`src/rtl/mcdf_fmt_pkg.sv`:
```
// rtl/mcdf_fmt_pkg.sv - shared widths, FSM encodings and length decode for the MCDF formatter
package mcdf_fmt_pkg;

  localparam int DATA_WIDE       = 32;
  localparam int CACHE_PTR_WIDE  = 6;
  localparam int FMT_CACHE_DEPTH = 64;

  typedef enum logic [5:0] {
    ST_CHECK      = 6'b000001,
    ST_HAND_SHAKE = 6'b000010,
    ST_SENT_START = 6'b000100,
    ST_DATA_SENT  = 6'b001000,
    ST_SENT_END   = 6'b010000,
    ST_FLAG_CLR   = 6'b100000
  } fmt_state_e;

  function automatic logic [CACHE_PTR_WIDE-1:0] decode_len(input logic [2:0] code);
    logic [CACHE_PTR_WIDE-1:0] len;
    case (code)
      3'd0:    len = 6'd4;
      3'd1:    len = 6'd8;
      3'd2:    len = 6'd16;
      default: len = 6'd32;
    endcase
    return len;
  endfunction

endpackage

```
`src/rtl/fmt_cache.sv`:
```
// rtl/fmt_cache.sv - packet word cache: one registered write port, one combinational read port
module fmt_cache
  import mcdf_fmt_pkg::*;
(
  input  logic                      clk,
  input  logic                      i_we,
  input  logic [CACHE_PTR_WIDE-1:0] i_waddr,
  input  logic [DATA_WIDE-1:0]      i_wdata,
  input  logic [CACHE_PTR_WIDE-1:0] i_raddr,
  output logic [DATA_WIDE-1:0]      o_rdata
);

  // Contents are don't-care after reset, so the array carries no reset.
  logic [DATA_WIDE-1:0] r_mem [FMT_CACHE_DEPTH];

  always_ff @(posedge clk) begin
    if (i_we) begin
      r_mem[i_waddr] <= i_wdata;
    end
  end

  assign o_rdata = r_mem[i_raddr];

endmodule

```
`src/rtl/mcdf_formatter.sv`:
```
// rtl/mcdf_formatter.sv - collects one uplink packet into the cache, then frames it downstream
module mcdf_formatter
  import mcdf_fmt_pkg::*;
(
  input  logic                      clk,
  input  logic                      rst_n,
  input  logic [1:0]                fmt_uplink_chid,
  input  logic [2:0]                fmt_fifo0_length,
  input  logic [2:0]                fmt_fifo1_length,
  input  logic [2:0]                fmt_fifo2_length,
  input  logic                      fmt_grant,
  input  logic                      fmt_uplink_valid,
  input  logic [DATA_WIDE-1:0]      fmt_data_in,
  output logic                      fmt_uplink_ready,
  output logic [1:0]                fmt_chid,
  output logic [CACHE_PTR_WIDE-1:0] fmt_length,
  output logic                      fmt_req,
  output logic                      fmt_start,
  output logic                      fmt_end,
  output logic [DATA_WIDE-1:0]      fmt_data
);

  fmt_state_e                r_state;
  logic [CACHE_PTR_WIDE-1:0] r_wptr;
  logic [CACHE_PTR_WIDE-1:0] r_rptr;
  logic [CACHE_PTR_WIDE-1:0] r_cnt;
  logic [CACHE_PTR_WIDE-1:0] r_len;
  logic [1:0]                r_chid;
  logic                      r_open;
  logic                      r_ready;
  logic                      r_req;
  logic                      r_start;
  logic                      r_end;
  logic [1:0]                r_fmt_chid;
  logic [CACHE_PTR_WIDE-1:0] r_fmt_len;
  logic [DATA_WIDE-1:0]      r_data;

  logic                      w_accept;
  logic [2:0]                w_len_code;
  logic [DATA_WIDE-1:0]      w_rd_data;

  // Once a packet is open the uplink channel id no longer gates acceptance.
  assign w_accept = fmt_uplink_valid & r_ready & ((fmt_uplink_chid != 2'd0) | r_open);

  always_comb begin
    w_len_code = 3'd0;
    case (fmt_uplink_chid)
      2'd1:    w_len_code = fmt_fifo0_length;
      2'd2:    w_len_code = fmt_fifo1_length;
      2'd3:    w_len_code = fmt_fifo2_length;
      default: w_len_code = 3'd0;
    endcase
  end

  fmt_cache u_cache (
    .clk     (clk),
    .i_we    (w_accept),
    .i_waddr (r_wptr),
    .i_wdata (fmt_data_in),
    .i_raddr (r_rptr),
    .o_rdata (w_rd_data)
  );

  // r_rptr always addresses the word to be driven on the following cycle.
  always_ff @(posedge clk or posedge rst_n) begin
    if (rst_n) begin
      r_state    <= ST_CHECK;
      r_wptr     <= '0;
      r_rptr     <= '0;
      r_cnt      <= '0;
      r_len      <= '0;
      r_chid     <= '0;
      r_open     <= 1'b0;
      r_ready    <= 1'b0;
      r_req      <= 1'b0;
      r_start    <= 1'b0;
      r_end      <= 1'b0;
      r_fmt_chid <= '0;
      r_fmt_len  <= '0;
      r_data     <= '0;
    end else begin
      case (r_state)
        ST_CHECK: begin
          r_ready <= 1'b1;
          if (w_accept) begin
            r_wptr <= r_wptr + 6'd1;
            if (!r_open) begin
              r_open <= 1'b1;
              r_chid <= fmt_uplink_chid;
              r_len  <= decode_len(w_len_code);
              r_cnt  <= 6'd1;
            end else begin
              r_cnt <= r_cnt + 6'd1;
              if (r_cnt + 6'd1 == r_len) begin
                r_state    <= ST_HAND_SHAKE;
                r_ready    <= 1'b0;
                r_req      <= 1'b1;
                r_fmt_chid <= r_chid;
                r_fmt_len  <= r_len;
              end
            end
          end
        end
        ST_HAND_SHAKE: begin
          if (fmt_grant) begin
            r_state <= ST_SENT_START;
            r_req   <= 1'b0;
            r_start <= 1'b1;
            r_data  <= w_rd_data;
            r_rptr  <= r_rptr + 6'd1;
          end
        end
        ST_SENT_START: begin
          r_state <= ST_DATA_SENT;
          r_start <= 1'b0;
          r_data  <= w_rd_data;
          r_rptr  <= r_rptr + 6'd1;
        end
        ST_DATA_SENT: begin
          r_data <= w_rd_data;
          r_rptr <= r_rptr + 6'd1;
          if (r_rptr == r_len - 6'd1) begin
            r_state <= ST_SENT_END;
            r_end   <= 1'b1;
          end
        end
        ST_SENT_END: begin
          r_state    <= ST_FLAG_CLR;
          r_end      <= 1'b0;
          r_data     <= '0;
          r_fmt_chid <= '0;
          r_fmt_len  <= '0;
          r_wptr     <= '0;
          r_rptr     <= '0;
          r_cnt      <= '0;
          r_len      <= '0;
          r_chid     <= '0;
          r_open     <= 1'b0;
        end
        ST_FLAG_CLR: begin
          r_state <= ST_CHECK;
          r_ready <= 1'b1;
        end
        default: begin
          r_state <= ST_CHECK;
        end
      endcase
    end
  end

  assign fmt_uplink_ready = r_ready;
  assign fmt_req          = r_req;
  assign fmt_start        = r_start;
  assign fmt_end          = r_end;
  assign fmt_chid         = r_fmt_chid;
  assign fmt_length       = r_fmt_len;
  assign fmt_data         = r_data;

endmodule

```
`config.mk`:
```
export PLATFORM = sky130hd
export DESIGN_NAME = mcdf_formatter
export DESIGN_NICKNAME = d
export VERILOG_FILES = /design/src/rtl/mcdf_fmt_pkg.sv /design/src/rtl/fmt_cache.sv /design/src/rtl/mcdf_formatter.sv
export SDC_FILE = /design/constraint.sdc
export NUM_CORES = 2
export LEC_CHECK = 0
export CORE_MARGIN = 2
export CORE_UTILIZATION = 25
export CTS_CLUSTER_SIZE = 30
export DETAILED_ROUTE_END_ITERATION = 6
export GPL_ROUTABILITY_DRIVEN = 1
export SETUP_SLACK_MARGIN = 0.5
export SLEW_MARGIN = 40
export SYNTH_ARGS = -nofsm -noshare
export SYNTH_HDL_FRONTEND = slang
export SYNTH_SLANG_ARGS = --single-unit
```
`constraint.sdc`:
```
create_clock -name clk -period 7.6 [get_ports clk]
set_input_delay 1.52 -clock clk [delete_from_list [all_inputs] [get_ports clk]]
set_output_delay 1.52 -clock clk [all_outputs]
set_load 0.02 [all_outputs]
```
; Word-level counts from Yosys, hierarchy flattened
; Memory sizes are Yosys's and may differ from the RTL's.
; Index checks and enable logic that the tools add are counted.
[word_totals]
regBits = 77
ramBits = 2048
inputBits = 47
output_inout_bits = 44
wordCells = 106
mem_count = 1
[mem_list]
columns = name, depth, width, rd, rd_clocked_by_memory_dff, wr, line_no
row1 = u_cache.r_mem, 64, 32, 1, 0, 1, fmt_cache.sv:14  ; logic [DATA_WIDE-1:0] r_mem [FMT_CACHE_DEPTH];
[classes]
add_sub_neg = 4
n_eq_ne = 19
muxes = 48
n_bitwise = 3
n_reduce_logical = 17
[ops]
columns = cell, count
row1 = 32-bit one-hot mux with 3 select lines, 1
row2 = 6-bit two-way mux, 14
row3 = 6-bit one-hot mux with 2 select lines, 4
row4 = 6-bit one-hot mux with 3 select lines, 2
row5 = 32-bit two-way mux, 1
row6 = 6-bit one-hot mux with 5 select lines, 1
row7 = "6-bit by 1-bit adder with 6-bit output, second input constant", 3
row8 = 6-bit equality test, 2
row9 = 1-bit two-way mux, 12
row10 = 2-bit nonzero test, 6
row11 = 2-bit two-way mux, 5
row12 = "2-bit != test, second input constant", 5
row13 = 1-bit one-hot mux with 2 select lines, 5
row14 = 5-bit AND reduction, 2
row15 = 3-bit one-hot mux with 3 select lines, 1
row16 = 2-bit one-hot mux with 2 select lines, 2
row17 = 2-bit AND reduction, 4
row18 = "6-bit by 1-bit equality test with 1-bit output, second input constant", 1
row19 = "6-bit by 2-bit equality test with 1-bit output, second input constant", 1
row20 = "6-bit by 3-bit equality test with 1-bit output, second input constant", 1
row21 = "6-bit by 4-bit equality test with 1-bit output, second input constant", 1
row22 = "6-bit by 5-bit equality test with 1-bit output, second input constant", 1
row23 = "6-bit equality test, second input constant", 1
row24 = "6-bit by 1-bit subtractor with 6-bit output, second input constant", 1
row25 = 12 further kinds, 14

; Logic depth before layout (Yosys ltp)
[logic_depth]
depth_word = 7
depth_mapped = 11
depth_no_buf = 8

; Hierarchy
; From an unflattened synthesis, not the netlist that was laid out.
[unflattened]
cells_unflattened = 3683
hier_area_um2 = 81450.6
[modules_own_cells]
columns = module, instances, cells_per_inst, area_each_um2, seq_area_each_um2
row1 = fmt_cache, 1, 3292, 77874.7, 61499.0
row2 = mcdf_formatter, 1, 391, 3575.9, 1828.0

; Worst setup path before layout
; Ideal clock, no wire load.
[synth_timing]
path_kind = in2reg
from = in fmt_uplink_chid[0]
to = mem u_cache.r_mem[30][0] (enable)
setup_time_ns = 0.421
arrival_time_ns = 3.837
required_ns = 7.179
setup_slack_ns = 3.342
cell_stages = 5
n_path_buf = 1
path_cell_list = clkbuf_1 o311a_1 nor2b_1 nand3_1 nor2_1
[synth_via]
elab_chain_cells = 5
[synth_lines]
columns = element, line_no
row1 = from (decl), mcdf_formatter.sv:7  ; input logic [1:0] fmt_uplink_chid,
row2 = 2-bit nonzero test, mcdf_formatter.sv:43  ; assign w_accept = fmt_uplink_valid & r_ready & ((fmt_uplink_chid != 2'd0) | r_open);
row3 = 1-bit OR, mcdf_formatter.sv:43
row4 = 1-bit AND, mcdf_formatter.sv:43
row5 = 1-bit two-way mux, fmt_cache.sv:17  ; if (i_we) begin
row6 = 1-bit two-way mux (implied by the code), fmt_cache.sv:18  ; r_mem[i_waddr] <= i_wdata;
row7 = to (decl), fmt_cache.sv:14
; No other way between the ends.

; Worst setup path in the final report
[layout_timing]
from = in fmt_uplink_chid[1]
to = mem u_cache.r_mem[62][29] (enable)
; The elaborated chain is that of the path after synthesis.

==> results by group <==
STA
  • Period utilization: between 50% and 60%
  • Slew Viols, Final: 0
  • Slew @ Worst Pin: 0.939 ns
  • Setup TNS: 0 ns
  • RSZ-0062 raised after global routing: false
  • Max transition margin: between 30% and 40%
  • Final setup viols: 0
  • Final Hold Viols: 0
  • Peak Freq: ~240 MHz
  • Post-Route Skew: ~0.044 ns
  • Post-route minimum period: 4.24 ns

Pwr
  • Int Power: between 15 and 20 mW
  • Power Density: 268 mW/mm^2
  • Sw Ratio: a little under a quarter
  • Worst VDD drop: roughly 0.00025 V
  • Clock power frac: ~39%
  • P_sw: approximately 6.1 mW
  • Tot Pwr: between 20 and 30 mW
  • Gate power share: 9.0%
  • Sequential share of power: about 52%
  • Leakage power: roughly 29 nW

Synth
  • Sequential fraction of the synthesis area: roughly 78%
  • Most frequent cells after synthesis: 2048 x edfxtp_1, 404 x mux4_2, 314 x mux2i_1
  • Asr flop ratio synth: 3.44%
  • Proportion of netlist area held by the largest area contributor: about three quarters
  • Syn Inst Count: about 3800
  • Flops & latches, synth: roughly 2100
  • Syn_area_per_cell: approximately 21 um^2
  • EDFF count, synth: a little over 2000
  • Count leader, synth: edfxtp_1
  • Synth Cell Area: approximately 0.081 mm^2
  • Synth top area cells: edfxtp_1 75%, mux4_2 11%, mux2i_1 3.9%, dfrtp_1 2.2%, a22oi_1 0.77%
  • Main synth FF type: edfxtp_1
  • Number of unique standard cell types used by synthesis: between 60 and 70
  • Syn. warnings: 0
  • Area leader, netlist: edfxtp_1

Setup path
  • Worst r2r src: r_rptr[1]
  • Critical-path top delay cell: nand3_2
  • Worst path cell trace: clkdlybuf4s50_1 > o311a_1 > nor2b_1 > nand3_2 > nor2_4 > buf_8 > buf_8
  • CP max FO: 13
  • Critical path launch point type: input pin
  • Critical path class: input pin to register
  • Crit path capture type: register
  • CP max stage delay: 0.75 ns
  • R2R Path End: fmt_data[1]
  • Crit path required time: around 8.1 ns
  • CP Launch Point: fmt_uplink_chid[1]
  • Flop2flop setup slack: ~3.4 ns
  • Cell mode on critical path: buf_8
  • CP arrival: around 4.8 ns
  • Worst r2r path cells: 8

Placement
  • PortBufs: 88
  • Cell count after placement: ~8200
  • Placer's final routability congestion estimate: about 0.9
  • Detail Placement HPWL: around 150000 um

Routing
  • DRC: 0
  • Drt first pass iters: 6
  • DRT iter0 DRCs: between 5000 and 6000
  • Routed length per instance: 27.9 um
  • Final wirelength: ~240000 um
  • Vias: just over 40000
  • Post-DRT Antenna Nets: 0
  • Vias/cell: 4.83

Finish
  • Fillcell total: 31266
  • Synth-to-Final Area Change: 19.0%
  • Final std cells w/o fill: between 8000 and 9000
  • Post-layout net count: 4126
  • Layout cells sized above 1: about a quarter

GRT
  • Initial antenna violation count: 28
  • First-pass GRT wire length: between 300000 and 400000 um
  • GRT Util Overall: between 10% and 20%
  • Grt ovf: 0
  • Vias in the first global route: ~40000
  • Largest net degree at the start of global routing: roughly 120

Clocking
  • CTS root buf: clkbuf_16
  • Reg clk slew, reported paths: 0.06 ns
  • TritonCTS clock tree: yes
  • Max clock buf depth: 3
  • Resize count post-CTS: 0
  • Worst skew pair latency: about 0.86 ns
  • Post-CTS Hold Buffers: 0
  • Htree depth: 4
  • Setup bufs post-CTS: 0
  • Clk sink count: 2121
  • Inserted Clock Buffers: 203

Job
  • Max-cap violations: 0

Outcome
  • Status: finished, final reports clean

Min path
  • Hold Path Sink: fmt_chid[1]
  • Hold Path Cell Cnt: 1
  • Worst Hold Launch: r_chid[1]
  • Hold Crit Class: register to register

Die
  • Starting density of the core: between 20% and 30%
  • DIE AREA: 0.331 mm^2
  • IO Pins: 91
  • Core area: around 0.32 mm^2
  • Die width: between 500 and 600 um
  • Die Span Y: about 570 um
  • Row count: 209
==> layout by cell type (no fill, tap or decap), types with 9 or more instances in the layout <==
cell             synthesis  final
edfxtp_1              2048   2048
mux4_2                 404    404
mux2i_1                314    312
clkbuf_16                0    205
o22ai_1                 86     86
a22oi_1                 84     84
buf_4                   41     68
nand2_1                 67     67
dfrtp_1                 72     67
nor2_4                   0     66
clkdlybuf4s50_1          0     56
buf_16                   0     55
nor2_1                 114     48
a21oi_1                 48     47
buf_8                    0     45
clkinv_1                 1     44
clkinv_2                 0     42
o21ai_0                 38     38
clkbuf_1                84     31
o221ai_1                30     30
buf_6                   22     28
nand3_1                 31     27
a211oi_1                34     26
nor3_1                  27     24
bufinv_16                0     21
a22o_1                  19     19
a32oi_1                 15     15
buf_12                   0     15
and3_1                  14     14
xnor2_1                 12     12
a221o_1                 11     11
a221oi_1                12     11
inv_1                   11     10
clkinvlp_4               0     10
clkbuf_8                 0      9
==> cell type report <==
class	count	area (um^2)	area share, %
Tap cell	4325	5410	5.58
Sequential cell	2121	63300	65.3
Clock inverter	132	1370	1.42
Timing Repair Buffer	267	3880	4.00
Antenna cell	7	17.5	0.0181
Clock buffer	245	5370	5.54
Multi-Input combinational cell	1470	17600	18.1
Inverter	12	47.5	0.0490
==> flip-flops by register name (all words and copies together), names as in the netlist <==
signal            cells
r_wptr                6
r_len                 4
fmt_chid              2
fmt_length            4
fmt_end               1
r_open                1
r_chid                2
r_rptr                6
fmt_uplink_ready      1
fmt_start             1
r_state               6
fmt_data             32
fmt_req               1
u_cache.r_mem      2048
r_cnt                 6
==> per-stage QoR <==
| step | hold WS [ns] | setup slack (ns) | area [um^2] | util [%] |
|---|---|---|---|---|
| 4_1_cts | 0.513 | 3.39 | 96800 | 29.8 |
| 5_1_grt | 0.532 | 3.32 | 97000 | 29.9 |
| 2_1_floorplan | 0.473 | 3.34 | 81500 | - |
| 3_5_place_dp | 0.496 | 2.49 | 90000 | 27.8 |
| 3_3_place_gp | 0.487 | 2.12 | 87700 | 27.0 |
| 6_report | 0.507 | 3.36 | 97000 | 29.9 |
==> critical path: cells and delay by family <==
family                 cells  cell delay (ns)
AO/OA/AOI/OAI              1             0.36
buffers and inverters      3             1.05
AND/OR/NAND/NOR            3             1.77
==> worst max-delay path by stage <==
stage                       endpoint  slack (ns)  cells past startpoint
6_report       u_cache.r_mem[62][29]        3.36                      7
4_1_cts        u_cache.r_mem[52][26]        3.39                      7
5_1_grt        u_cache.r_mem[62][29]        3.32                      7
3_3_place_gp   u_cache.r_mem[54][21]        2.12                      5
3_5_place_dp    u_cache.r_mem[52][1]        2.49                      7
2_1_floorplan   u_cache.r_mem[30][0]        3.34                      5
==> power by group through the flow <==
stage	combinational, mW	sequential, mW	clock [mW]
after floorplan	1.25	13.6	0
after global placement	2.21	13.7	0
after detailed placement	2.35	13.7	0
after CTS	2.35	13.4	10.3
after global routing	2.46	13.4	10.8
final	2.35	13.4	10.2
==> cell families (layout without fill, tap and decap cells) <==
kind of cell    Yosys count  count (layout)  synth area share, %
xor+xnor                 19              19                0.204
simple gates            301             301                 1.72
compound gates          418             418                 3.61
buf+inv                 233             656                 1.56
flops                  2121            2121                 77.7
fa+ha+maj                 4               4               0.0614
mux                     726             726                 15.1
other cells               1               9              0.00460
==> metal layers <==
| layer | global-route usage (%) | routed length, um |
|---|---|---|
| met1 | 18.7 | 93300 |
| met2 | 22.2 | 112000 |
| met3 | 3.57 | 24700 |
| met4 | 5.48 | 9910 |
| met5 | 0 | 61 |
No activity file was read; power rests on OpenSTA's default activity.
